$ cat src/rtl/gsm_bus_sched.sv
// Common-bus slot scheduler: 4:1 TDM one-hot select locked to an 80MHz frame-sync pulse.
// Optional feature: define GSM_SCHED_SKIP_IDLE_EN to blank slots whose port has no pending request.
module gsm_bus_sched #(
    parameter int MWIDTH     = 4,
    parameter int LOG_MWIDTH = 2,
    parameter int LOCK_CNT   = 2
) (
    input  logic                  clk_320M,
    input  logic                  rst_n,
    input  logic                  clr_320M,
    input  logic                  i_frame_sync,
    input  logic [MWIDTH-1:0]     i_port_en,
    input  logic [MWIDTH-1:0]     i_req,
    output logic [MWIDTH-1:0]     o_common_sel,
    output logic [LOG_MWIDTH-1:0] o_slot_idx,
    output logic                  o_locked,
    output logic                  o_sync_err
);

    // state | meaning
    // HUNT  | waiting for any frame-sync pulse
    // ALIGN | counting correctly spaced syncs toward lock
    // RUN   | locked, issuing one slot per port per frame
    localparam logic [1:0] HUNT  = 2'd0;
    localparam logic [1:0] ALIGN = 2'd1;
    localparam logic [1:0] RUN   = 2'd2;

    localparam logic [LOG_MWIDTH-1:0] LAST_PHASE = LOG_MWIDTH'(MWIDTH - 1);
    localparam logic [2:0]            LOCK_TGT   = 3'(LOCK_CNT);

    logic [1:0]            state_q, state_d;
    logic [LOG_MWIDTH-1:0] phase_q, phase_d;
    logic [2:0]            lock_q, lock_d;
    logic [MWIDTH-1:0]     en_q, en_d;
    logic                  err_d;
    logic                  frame_start;
    logic                  at_last;
    logic [MWIDTH-1:0]     req_gate;
    logic [MWIDTH-1:0]     sel_d;
    logic [LOG_MWIDTH-1:0] idx_d;

    assign at_last = (phase_q == LAST_PHASE);

`ifdef GSM_SCHED_SKIP_IDLE_EN
    // Request sampled in the cycle before the slot, registered together with the select.
    assign req_gate = i_req;
`else
    logic unused_req;
    assign unused_req = ^i_req;
    assign req_gate   = '1;
`endif

    always_comb begin
        state_d     = state_q;
        phase_d     = phase_q + 1'b1;
        lock_d      = lock_q;
        en_d        = en_q;
        err_d       = 1'b0;
        frame_start = 1'b0;
        case (state_q)
            HUNT: begin
                phase_d = '0;
                if (i_frame_sync) begin
                    lock_d = 3'd1;
                    if (LOCK_CNT == 1) begin
                        state_d     = RUN;
                        frame_start = 1'b1;
                    end else begin
                        state_d = ALIGN;
                    end
                end
            end
            ALIGN: begin
                if (i_frame_sync) begin
                    if (at_last) begin
                        if (lock_q + 3'd1 >= LOCK_TGT) begin
                            state_d     = RUN;
                            frame_start = 1'b1;
                        end
                        lock_d = lock_q + 3'd1;
                    end else begin
                        // misplaced sync restarts alignment on itself
                        lock_d  = 3'd1;
                        phase_d = '0;
                    end
                end else if (at_last) begin
                    state_d = HUNT;
                    lock_d  = '0;
                    phase_d = '0;
                end
            end
            RUN: begin
                if (i_frame_sync != at_last) begin
                    err_d   = 1'b1;
                    state_d = HUNT;
                    lock_d  = '0;
                    phase_d = '0;
                end else if (i_frame_sync) begin
                    frame_start = 1'b1;
                end
            end
            default: begin
                state_d = HUNT;
                lock_d  = '0;
                phase_d = '0;
            end
        endcase
        if (frame_start) en_d = i_port_en;
    end

    always_comb begin
        sel_d = '0;
        idx_d = '0;
        if (state_d == RUN) begin
            sel_d = (MWIDTH'(1) << phase_d) & en_d & req_gate;
            idx_d = phase_d;
        end
    end

    always_ff @(posedge clk_320M or negedge rst_n) begin
        if (!rst_n) begin
            state_q      <= HUNT;
            phase_q      <= '0;
            lock_q       <= '0;
            en_q         <= '0;
            o_common_sel <= '0;
            o_slot_idx   <= '0;
            o_locked     <= 1'b0;
            o_sync_err   <= 1'b0;
        end else if (clr_320M) begin
            state_q      <= HUNT;
            phase_q      <= '0;
            lock_q       <= '0;
            en_q         <= '0;
            o_common_sel <= '0;
            o_slot_idx   <= '0;
            o_locked     <= 1'b0;
            o_sync_err   <= 1'b0;
        end else begin
            state_q      <= state_d;
            phase_q      <= phase_d;
            lock_q       <= lock_d;
            en_q         <= en_d;
            o_common_sel <= sel_d;
            o_slot_idx   <= idx_d;
            o_locked     <= (state_d == RUN);
            o_sync_err   <= err_d;
        end
    end

endmodule

$ cat config.mk
export PLATFORM = sky130hd
export DESIGN_NAME = gsm_bus_sched
export DESIGN_NICKNAME = d
export VERILOG_FILES = /design/src/rtl/gsm_bus_sched.sv
export SDC_FILE = /design/constraint.sdc
export NUM_CORES = 1
export LEC_CHECK = 0
export BUFFER_PORTS_ARGS = -buffer_cell sky130_fd_sc_hd__buf_2
export CORE_ASPECT_RATIO = 0.8
export CORE_UTILIZATION = 40
export DETAILED_ROUTE_END_ITERATION = 8
export PLACE_DENSITY = 0.64
export SYNTH_ARGS = -nofsm -noshare
export SYNTH_HDL_FRONTEND = slang
export SYNTH_SLANG_ARGS = --single-unit
$ cat constraint.sdc
create_clock -name clk_320M -period 2.1 [get_ports clk_320M]
set_input_delay 0.21 -clock clk_320M [delete_from_list [all_inputs] [get_ports clk_320M]]
set_output_delay 0.21 -clock clk_320M [all_outputs]
set_load 0.005 [all_outputs]
==> results.sh, run 1 <==
export IMPL_slew_headroom_pct=70.97
export IMPL_status="completed"
export IMPL_gp_routability_congestion=0.8574
export IMPL_utilization_pct=52.34
export IMPL_crit_top_cell="ha_1"
export IMPL_cts_root_buf="clkbuf_4"
export IMPL_final_area_mm2=0.001189
export IMPL_synth_compound_area_share_pct=13.51
export IMPL_dr_max_layer_used="met4"
export IMPL_globalRouteTotalUtil_pct=16.92
export IMPL_portBuffers=15
export IMPL_cp_arrival_ps=2220
export IMPL_synth_area_mux_share_pct=4.914
export IMPL_min_period_over_period_pct=95.29
export IMPL_area_delta_synth_final_pct=16.71
export IMPL_routedWlPerCell_um=13.32
export IMPL_yosys_cell_types_count=33
export IMPL_syn_inst=95
export IMPL_min_period_ps=2001
export IMPL_post_cts_setup_buffers=0
export IMPL_grt_max_degree=20
export IMPL_timing_fmax_ghz=0.4997
export IMPL_hold_depth=3
export IMPL_placed_area_mm2=0.001139
export IMPL_path_class="flip-flop to flip-flop"
export IMPL_final_cells=149
export IMPL_crit_slowest_cell="or3b_4"
export IMPL_nets=136
export IMPL_die_w_um=58.42
export IMPL_synthXorXnorAreaFrac_pct=0.8600
export IMPL_yosysWarnings=0
export IMPL_grt_pass1_wl_um=3236
export IMPL_yosys_area_top_type="dfrtp_1"
export IMPL_via_count=749
export IMPL_hp_class="primary input to flip-flop"
export IMPL_yosys_area_share_simple_pct=20.02
export IMPL_layout_drive_gt1_share_pct=26.96
export IMPL_setup_viol_count_final=0
export IMPL_route_detailed_drc=0
export IMPL_synthArstFlopShare_pct=100.0
export IMPL_worstPathRequired_ps=2310
export IMPL_antennaDiodeCount=0
export IMPL_pin_count=20
export IMPL_cts_tree="done"
export IMPL_dp_cells=144
export IMPL_fp_row_count=15
export IMPL_peakVddDrop_uv=393.1
export IMPL_synth_area_leaders="dfrtp_1 (47%), ha_1 (9.8%), mux2i_1 (4.9%), nor2_1 (4.8%), nor4b_2 (2.9%)"
export IMPL_synth_top_family_by_area="simple AND/OR/NAND/NOR gates"
export IMPL_multiInputGateArea_um2=514.2
export IMPL_crit_chain="ha_1 > ha_1 > and2b_2 > a31oi_1 > or3b_4 > nor4b_2"
export IMPL_core_mm2=0.002271
export IMPL_ys_ff_latch=19
export IMPL_wl_met2_um=891
export IMPL_dr_first_iter_drc_count=20
export IMPL_synth_area_mm2=0.001018
export IMPL_htreeDepth=1
export IMPL_slew_viol_final=0
export IMPL_max_stage_delay_ps=430
export IMPL_cts_clk_slew_worst_paths_ps=100
export IMPL_ff_latch_area_um2=475.5
export IMPL_grt_pass1_vias=695
export IMPL_wirelength_um=1985
export IMPL_synth_fa_ha_area_share_pct=9.828
export IMPL_dr_wl_met3_um=82
export IMPL_wl_met1_um=993
export IMPL_hpwl_um=1427
export IMPL_finalPower_w=0.0006445
export IMPL_netlist_top_cells_count="dfrtp_1 (19), nor2_1 (13), ha_1 (8), nand2_1 (7), inv_1 (6)"
export IMPL_synth_ff_type="dfrtp_1"
export IMPL_power_density_mw_per_mm2=542.2
export IMPL_synth_most_common_cell="dfrtp_1"
export IMPL_fp_dieH_um=47.13
export IMPL_fin_worst_skew_ps=6.225
export IMPL_start_kind="flip-flop"
export IMPL_hold_viol=0
export IMPL_fillCellCount=207
export IMPL_rsz0062_at_grt="no"
export IMPL_synth_edf_count=0
export IMPL_tightest_slew_ps=435.4
export IMPL_gr_total_overflow=0
export IMPL_numCtsBuffers=3
export IMPL_syn_area_per_cell_um2=10.72
export IMPL_setup_tns_ps=0
export IMPL_worst_setup_path_end_kind="flip-flop"
export IMPL_final_antenna_net_count=0
export IMPL_clk_path_buf_depth=2
export IMPL_p_leak_nw=0.6322
export IMPL_clk_latency_ps=300
export IMPL_cts_sinks=19
export IMPL_synth_top_area_share_pct=46.68
export IMPL_grt_antenna_before_repair=0
export IMPL_maxCapViolCount=0
export IMPL_initial_core_util_pct=44.85
export IMPL_die_area_mm2=0.002753
export IMPL_viasPerCell=5.027
export IMPL_synth_seq_area_share_pct=46.68
export IMPL_r2r_cells=6
export IMPL_crit_path_max_fanout=5
export IMPL_syn_nets=115
export IMPL_dr_pass1_iters=4
==> where the power goes <==
group | switching [W] | internal, W
clock network | 0.000116 | 0.0000741
logic | 0.0000482 | 0.0000320
registers | 0.00000463 | 0.000370
total | 0.000169 | 0.000476
==> path summary, 6_finish.rpt <==
path | from | endpoint | slack (ps)
max reg2reg | phase_q[0]$_DFF_PN0_ | o_common_sel[1]$_DFF_PN0_ | 100
min | i_port_en[0] | en_q[0]$_DFF_PN0_ | 170
min in group asynchronous | rst_n | lock_q[1]$_DFFE_PN0P_ | 370
max | phase_q[0]$_DFF_PN0_ | o_common_sel[1]$_DFF_PN0_ | 100
min reg2reg | en_q[0]$_DFF_PN0_ | en_q[0]$_DFF_PN0_ | 550
max in group asynchronous | rst_n | phase_q[1]$_DFF_PN0_ | 1430
==> flip-flops by register name, summed over array words and instances (netlist names) <==
signal and cells:
en_q 4, o_common_sel 4, lock_q 3, o_slot_idx 2, phase_q 2, state_q 2
o_locked 1, o_sync_err 1
==> area by class of cell <==
class	count	area share [%]
Clock buffer	4	2.211
Inverter	6	1.895
Sequential cell	19	40.00
Timing Repair Buffer	19	9.053
Tap cell	34	3.579
Multi-Input combinational cell	67	43.26
==> worst max-delay path: cells and delay by family (launching register included) <==
family / cells / cell delay [ps]
DFF: 1 / 420
and+or+nand+nor: 3 / 940
AOI/OAI and AO/OA: 1 / 50
adders and majority gates: 2 / 520
==> placed cells by master, fill, tap and decap left out, types with 4 or more instances in the layout <==
cell,netlist,layout
nand2_1,7,7
mux2i_1,5,5
inv_1,6,6
dfrtp_1,19,19
a21oi_1,4,4
ha_1,8,8
buf_2,1,15
nor2_1,13,13
==> timing repair <==
| item | CTS | global route |
|---|---|---|
| hold buffers | 1 | 0 |
| resized for setup | 0 | 4 |
| setup endpoints to repair | 0 | 3 |
| endpoints found under the hold margin | 19 | 0 |
==> metal layers <==
metal	vias up	GRT usage, %
met5	-	0
li1	374	-
met4	0	8.095
met3	2	5.785
met1	357	22.56
met2	16	25.06
==> per-stage QoR <==
step           setup WS [ps]  hold WS, ps
3_3_place_gp           52.31        172.3
3_5_place_dp           75.17        179.6
5_1_grt                4.129        177.9
4_1_cts               0.1226        166.3
2_1_floorplan          146.4       -85.59
6_report               98.85        174.0
==> cells by family after synthesis <==
group | Yosys count
muxes | 5
AOI/OAI and AO/OA | 17
DFF | 19
xor gates and xnor gates | 1
and+or+nand+nor | 36
buffers and inverters | 9
adders and majority gates | 8
Note: power is estimated with default switching activity, not from simulation.
==> inputs of run 2 (changes only) <==
- PLACE_DENSITY: 0.64 -> default
- PLACE_DENSITY_LB_ADDON: default -> 0.3
==> run 2 against run 1 <==
Against the previous run:
- global-route usage is 0.42 points lower
- critical path depth is 1 higher
- wire length is 0.81% higher
- sequential share of layout area is 1.4 points lower
- combinational power is 4.2% higher
- worst setup slack worse by 18 ps
- final cell count is 0.67% higher
- non-clock buffer count is 1 higher
- design area is 3.6% higher
- critical path type unchanged
==> results.sh, run 2 (synthesis results as in run 1) <==
export IMPL_die_area_mm2=0.002753
export IMPL_via_count=774
export IMPL_placed_area_mm2=0.001139
export IMPL_worst_setup_path_end_kind="flip-flop"
export IMPL_grt_max_degree=20
export IMPL_min_period_over_period_pct=96.15
export IMPL_area_delta_synth_final_pct=20.88
export IMPL_wl_met2_um=908
export IMPL_wl_met1_um=917
export IMPL_grt_pass1_wl_um=3098
export IMPL_dr_max_layer_used="met4"
export IMPL_hpwl_um=1432
export IMPL_worst_slack_ps=80.81
export IMPL_clk_latency_ps=300
export IMPL_slew_viol_final=0
export IMPL_dr_first_iter_drc_count=31
export IMPL_slew_headroom_pct=72.12
export IMPL_status="completed"
export IMPL_routedWlPerCell_um=13.34
export IMPL_fillCellCount=219
export IMPL_final_area_mm2=0.001231
export IMPL_cp_arrival_ps=2210
export IMPL_tightest_slew_ps=406.6
export IMPL_initial_core_util_pct=44.85
export IMPL_dp_cells=144
export IMPL_route_detailed_drc=0
export IMPL_fp_dieH_um=47.13
export IMPL_final_common_cell="dfrtp_1"
export IMPL_fin_worst_skew_ps=1.742
export IMPL_htreeDepth=1
export IMPL_layout_drive_gt1_share_pct=27.59
export IMPL_clk_path_buf_depth=2
export IMPL_timing_fmax_ghz=0.4952
export IMPL_power_density_mw_per_mm2=520.6
export IMPL_maxCapViolCount=0
export IMPL_crit_path_max_fanout=7
export IMPL_globalRouteTotalUtil_pct=16.49
export IMPL_wirelength_um=2001
export IMPL_cts_root_buf="clkbuf_4"
export IMPL_antennaDiodeCount=0
export IMPL_pin_count=20
export IMPL_min_period_ps=2019
export IMPL_cts_tree="done"
export IMPL_gp_routability_congestion=0.8555
export IMPL_die_w_um=58.42
export IMPL_fp_row_count=15
export IMPL_reg_largest_list="en_q: 4 flops, o_common_sel: 4 flops, lock_q: 3 flops"
export IMPL_hp_class="primary input to flip-flop"
export IMPL_p_leak_nw=0.6670
export IMPL_setup_viol_count_final=0
export IMPL_worstPathRequired_ps=2290
export IMPL_dr_pass1_iters=4
export IMPL_core_mm2=0.002271
export IMPL_start_kind="flip-flop"
export IMPL_ff_latch_area_um2=475.5
export IMPL_portBuffers=15
export IMPL_cts_clk_slew_worst_paths_ps=100
export IMPL_cts_sinks=19
export IMPL_hold_viol=0
export IMPL_utilization_pct=54.21
export IMPL_viasPerCell=5.160
export IMPL_multiInputGateArea_um2=549.3
export IMPL_path_class="flip-flop to flip-flop"
export IMPL_grt_pass1_vias=706
export IMPL_peakVddDrop_uv=369.1
export IMPL_dr_wl_met3_um=116
export IMPL_pre_cts_ws_ps=63.28
export IMPL_gr_total_overflow=0
export IMPL_grt_antenna_before_repair=0
export IMPL_nets=137
export IMPL_final_cells=150
export IMPL_numCtsBuffers=3
export IMPL_layout_common_cells="dfrtp_1 (19), buf_2 (15), nor2_1 (13)"
export IMPL_final_antenna_net_count=0
[run 2: per-layer routing]
metal	vias to the layer above	GRT usage, %
li1	377	-
met1	371	20.34
met2	20	24.14
met3	6	6.612
met4	0	11.43
met5	-	0
[run 2: layout make-up]
| class | count | share of cell area (%) |
|---|---|---|
| flip-flops and latches | 19 | 38.62 |
| clock buffers | 4 | 2.134 |
| multi-input cells | 67 | 44.61 |
| repair buffers | 20 | 9.350 |
| inverters | 6 | 1.829 |
| well taps | 34 | 3.455 |
[run 2: final timing paths]
| path | from | to | slack [ps] | depth (start not counted) |
|---|---|---|---|---|
| min | i_port_en[0] | en_q[0]$_DFF_PN0_ | 170 | 3 |
| min in group asynchronous | rst_n | lock_q[1]$_DFFE_PN0P_ | 360 | 2 |
| max | phase_q[0]$_DFF_PN0_ | o_common_sel[0]$_DFF_PN0_ | 80 | 7 |
| max in group asynchronous | rst_n | phase_q[0]$_DFF_PN0_ | 1450 | 2 |
| max reg2reg | phase_q[0]$_DFF_PN0_ | o_common_sel[0]$_DFF_PN0_ | 80 | 7 |
| min reg2reg | en_q[0]$_DFF_PN0_ | en_q[0]$_DFF_PN0_ | 530 | 2 |
[run 2: repair_timing]
item / in CTS / in global routing
endpoints found under the hold margin: 19 / 0
setup endpoints to repair: 0 / 8
gates resized for setup: 0 / 7
hold buffers: 1 / 0
buffers inserted: 0 / 1
[run 2: power by group]
part	switching, W	total, W	leakage, nW	internal, W
Sequential	0.00000470	0.000375	0.263	0.000370
Combinational	0.0000493	0.0000835	0.389	0.0000342
Clock	0.000109	0.000183	0.0150	0.0000742
Total	0.000163	0.000641	0.667	0.000478
[run 2: metrics by stage]
step / TNS [ps] / power, W / hold slack, ps
after floorplan: 0 / 0.0004361 / -85.59
after global placement: 0 / 0.0004595 / 168.7
after global routing: -10.90 / 0.0006734 / 177.6
after detailed placement: 0 / 0.0004601 / 174.1
after CTS: 0 / 0.0006474 / 158.8
final: 0 / 0.0006409 / 167.1
[run 2: critical path, stage by stage (launching register included)]
cell and delay [ps]:
dfrtp_1 400, ha_1 250, ha_4 280, and2b_2 240, a221oi_1 320, o21ai_1 180
nand2_4 170, nor3_1 80
==> inputs of run 3 (changes only) <==
- ABC_AREA: default -> 1
- GPL_ROUTABILITY_DRIVEN: default -> 0
==> run 3 against run 2 <==
Against the previous run:
- design area shrank 2.7%
- via count grew 8.1%
- critical path type unchanged
- sequential share of layout area grew 1.1 points
- non-clock buffer count shrank 4
- clock power grew 4%
- flip-flop and latch count is the same
==> results.sh, run 3 <==
export IMPL_status="completed"
export IMPL_antennaDiodeCount=0
export IMPL_worst_slack_ps=271.7
export IMPL_netlist_top_cells_count="nand2_1 (28), inv_1 (23), dfrtp_1 (19), nor2_1 (16), nand3_1 (14)"
export IMPL_cts_clk_slew_worst_paths_ps=110
export IMPL_fp_row_count=16
export IMPL_setup_viol_count_final=0
export IMPL_timing_fmax_ghz=0.5470
export IMPL_gr_total_overflow=0
export IMPL_wirelength_um=1932
export IMPL_post_cts_setup_buffers=0
export IMPL_synth_compound_area_share_pct=6.835
export IMPL_core_mm2=0.002462
export IMPL_crit_path_max_fanout=4
export IMPL_viasPerCell=4.549
export IMPL_cp_arrival_ps=2070
export IMPL_worst_setup_path_end_kind="flip-flop"
export IMPL_peakVddDrop_uv=349.5
export IMPL_crit_end="o_common_sel[3]$_DFF_PN0_"
export IMPL_power_frac_comb_pct=13.3
export IMPL_hold_viol=0
export IMPL_die_area_mm2=0.002818
export IMPL_maxCapViolCount=0
export IMPL_synthArstFlopShare_pct=100.0
export IMPL_p_sw_w=0.0001826
export IMPL_synth_area_mm2=0.001044
export IMPL_synth_ff_type="dfrtp_1"
export IMPL_crit_slowest_cell="dfrtp_1"
export IMPL_worstPathRequired_ps=2340
export IMPL_rsz0062_at_grt="no"
export IMPL_portBuffers=15
export IMPL_setup_tns_ps=0
export IMPL_tightest_slew_ps=416.9
export IMPL_dp_cells=179
export IMPL_synth_seq_area_share_pct=45.56
export IMPL_via_count=837
export IMPL_r2r_setup_slack_ps=270
export IMPL_internal_power_w=0.0004699
export IMPL_dr_pass1_iters=5
export IMPL_holdBufCountCts=1
export IMPL_globalRouteTotalUtil_pct=15.36
export IMPL_swShare_pct=27.99
export IMPL_grt_antenna_before_repair=0
export IMPL_yosysWarnings=0
export IMPL_numCtsBuffers=3
export IMPL_r2r_start="phase_q[0]$_DFF_PN0_"
export IMPL_layout_common_cells="nand2_1 (28), inv_1 (23), dfrtp_1 (19)"
export IMPL_power_density_mw_per_mm2=544.9
export IMPL_area_delta_synth_final_pct=14.75
export IMPL_p_seq_share_pct=57.6
export IMPL_initial_core_util_pct=42.38
export IMPL_path_class="flip-flop to flip-flop"
export IMPL_synth_edf_count=0
export IMPL_syn_area_per_cell_um2=8.089
export IMPL_yosys_area_share_simple_pct=29.38
export IMPL_route_detailed_drc=0
export IMPL_cts_resized=0
export IMPL_rr_endpoint="o_common_sel[3]$_DFF_PN0_"
export IMPL_hp_class="primary input to flip-flop"
export IMPL_ys_ff_latch=19
export IMPL_grt_max_degree=20
export IMPL_cts_root_buf="clkbuf_4"
export IMPL_p_leak_nw=0.6793
export IMPL_final_common_cell="nand2_1"
export IMPL_routedWlPerCell_um=10.50
export IMPL_start_kind="flip-flop"
export IMPL_crit_chain="ha_1 > ha_1 > inv_1 > nand2_1 > nand2_1 > o21ai_1 > a21oi_4 > nand3_1 > nor2_1"
export IMPL_pin_count=20
export IMPL_min_period_ps=1828
export IMPL_power_frac_clock_pct=29.1
export IMPL_max_stage_delay_ps=410
export IMPL_syn_inst=129
export IMPL_htreeDepth=1
export IMPL_reg_largest_list="en_q: 4 flops, o_common_sel: 4 flops, lock_q: 3 flops"
export IMPL_fin_worst_skew_ps=9.555
export IMPL_yosys_area_top_type="dfrtp_1"
export IMPL_clk_path_buf_depth=2
export IMPL_pre_cts_ws_ps=313.7
export IMPL_fp_dieH_um=47.69
export IMPL_cts_tree="done"
export IMPL_synth_top_area_share_pct=45.56
export IMPL_nets=169
export IMPL_slew_viol_final=0
export IMPL_r2r_cells=9
export IMPL_min_period_over_period_pct=87.06
export IMPL_grt_pass1_vias=683
export IMPL_dr_first_iter_drc_count=23
export IMPL_synth_most_common_cell="nand2_1"
export IMPL_layout_drive_gt1_share_pct=18.24
export IMPL_final_cells=184
export IMPL_synth_fa_ha_area_share_pct=9.592
export IMPL_yosys_cell_types_count=18
export IMPL_grt_pass1_wl_um=3091
export IMPL_die_w_um=59.11
export IMPL_synthXorXnorAreaFrac_pct=0
export IMPL_synth_area_leaders="dfrtp_1 (46%), nand2_1 (10%), ha_1 (9.6%), inv_1 (8.3%), nand3_1 (6.7%)"
export IMPL_synth_area_mux_share_pct=0
export IMPL_syn_nets=149
export IMPL_slew_headroom_pct=72.21
export IMPL_hpwl_um=1504
export IMPL_synth_top_family_by_area="simple AND/OR/NAND/NOR gates"
export IMPL_cts_sinks=19
export IMPL_clk_latency_ps=310
export IMPL_final_antenna_net_count=0
export IMPL_crit_path_start="phase_q[0]$_DFF_PN0_"
## run 3: power groups by stage
stage               Combinational [W]  Sequential (W)  Clock [W]
floorplan                   0.0000580        0.000381          0
global placement            0.0000831        0.000382          0
detailed placement          0.0000856        0.000383          0
CTS                         0.0000874        0.000376   0.000196
global route                 0.000101        0.000376   0.000209
finish                      0.0000869        0.000376   0.000190
## run 3: worst max-delay path, delay by kind of cell (launching register included)
family | cells | cell delay, ps
AOI/OAI and AO/OA | 2 | 270
adders and majority gates | 2 | 550
buffers and inverters | 1 | 70
DFF | 1 | 410
and+or+nand+nor | 4 | 460
## run 3: how the worst min path moves through the flow
stage | from | end | slack [ps] | cells after the start
2_1_floorplan | rst_n | en_q[0]$_DFF_PN0_ | -90 | 0
5_1_grt | clr_320M | phase_q[0]$_DFF_PN0_ | 200 | 2
6_report | clr_320M | o_sync_err$_DFF_PN0_ | 210 | 2
3_5_place_dp | rst_n | en_q[2]$_DFF_PN0_ | 170 | 1
3_3_place_gp | rst_n | en_q[0]$_DFF_PN0_ | 160 | 1
4_1_cts | clr_320M | o_sync_err$_DFF_PN0_ | 190 | 2
## run 3: kinds of logic after synthesis
kind of cell             Yosys count
AO/OA/AOI/OAI                     11
adder cells (fa/ha/maj)            8
buffers and inverters             24
flip-flops                        19
AND/OR/NAND/NOR                   67
## run 3: per-stage QoR
stage	util [%]	cell area [µm²]	total power, W	hold WS, ps
2_1_floorplan	-	1044	0.0004394	-85.59
6_report	48.63	1197	0.0006525	205.8
3_3_place_gp	47.10	1160	0.0004653	163.9
3_5_place_dp	47.10	1160	0.0004684	173.4
4_1_cts	48.63	1197	0.0006589	187.9
5_1_grt	48.63	1197	0.0006855	202.9
## run 3: routing by layer
metal / part of all wire, % / track usage, % / vias up
met5: 0 / 0 / -
met1: 50 / 21.19 / 376
li1: - / - / 436
met3: 6.4 / 5.405 / 5
met2: 42 / 22.73 / 20
met4: 1.2 / 4.762 / 0
## run 3: layout make-up
| cell class | count | area [µm²] |
|---|---|---|
| Fill cell | 246 | 1265 |
| Multi-Input combinational cell | 86 | 478.0 |
| Sequential cell | 19 | 475.5 |
| Inverter | 23 | 86.33 |
| Timing Repair Buffer | 16 | 85.08 |
| Tap cell | 36 | 45.04 |
| Clock buffer | 3 | 22.52 |
| Clock inverter | 1 | 5.005 |
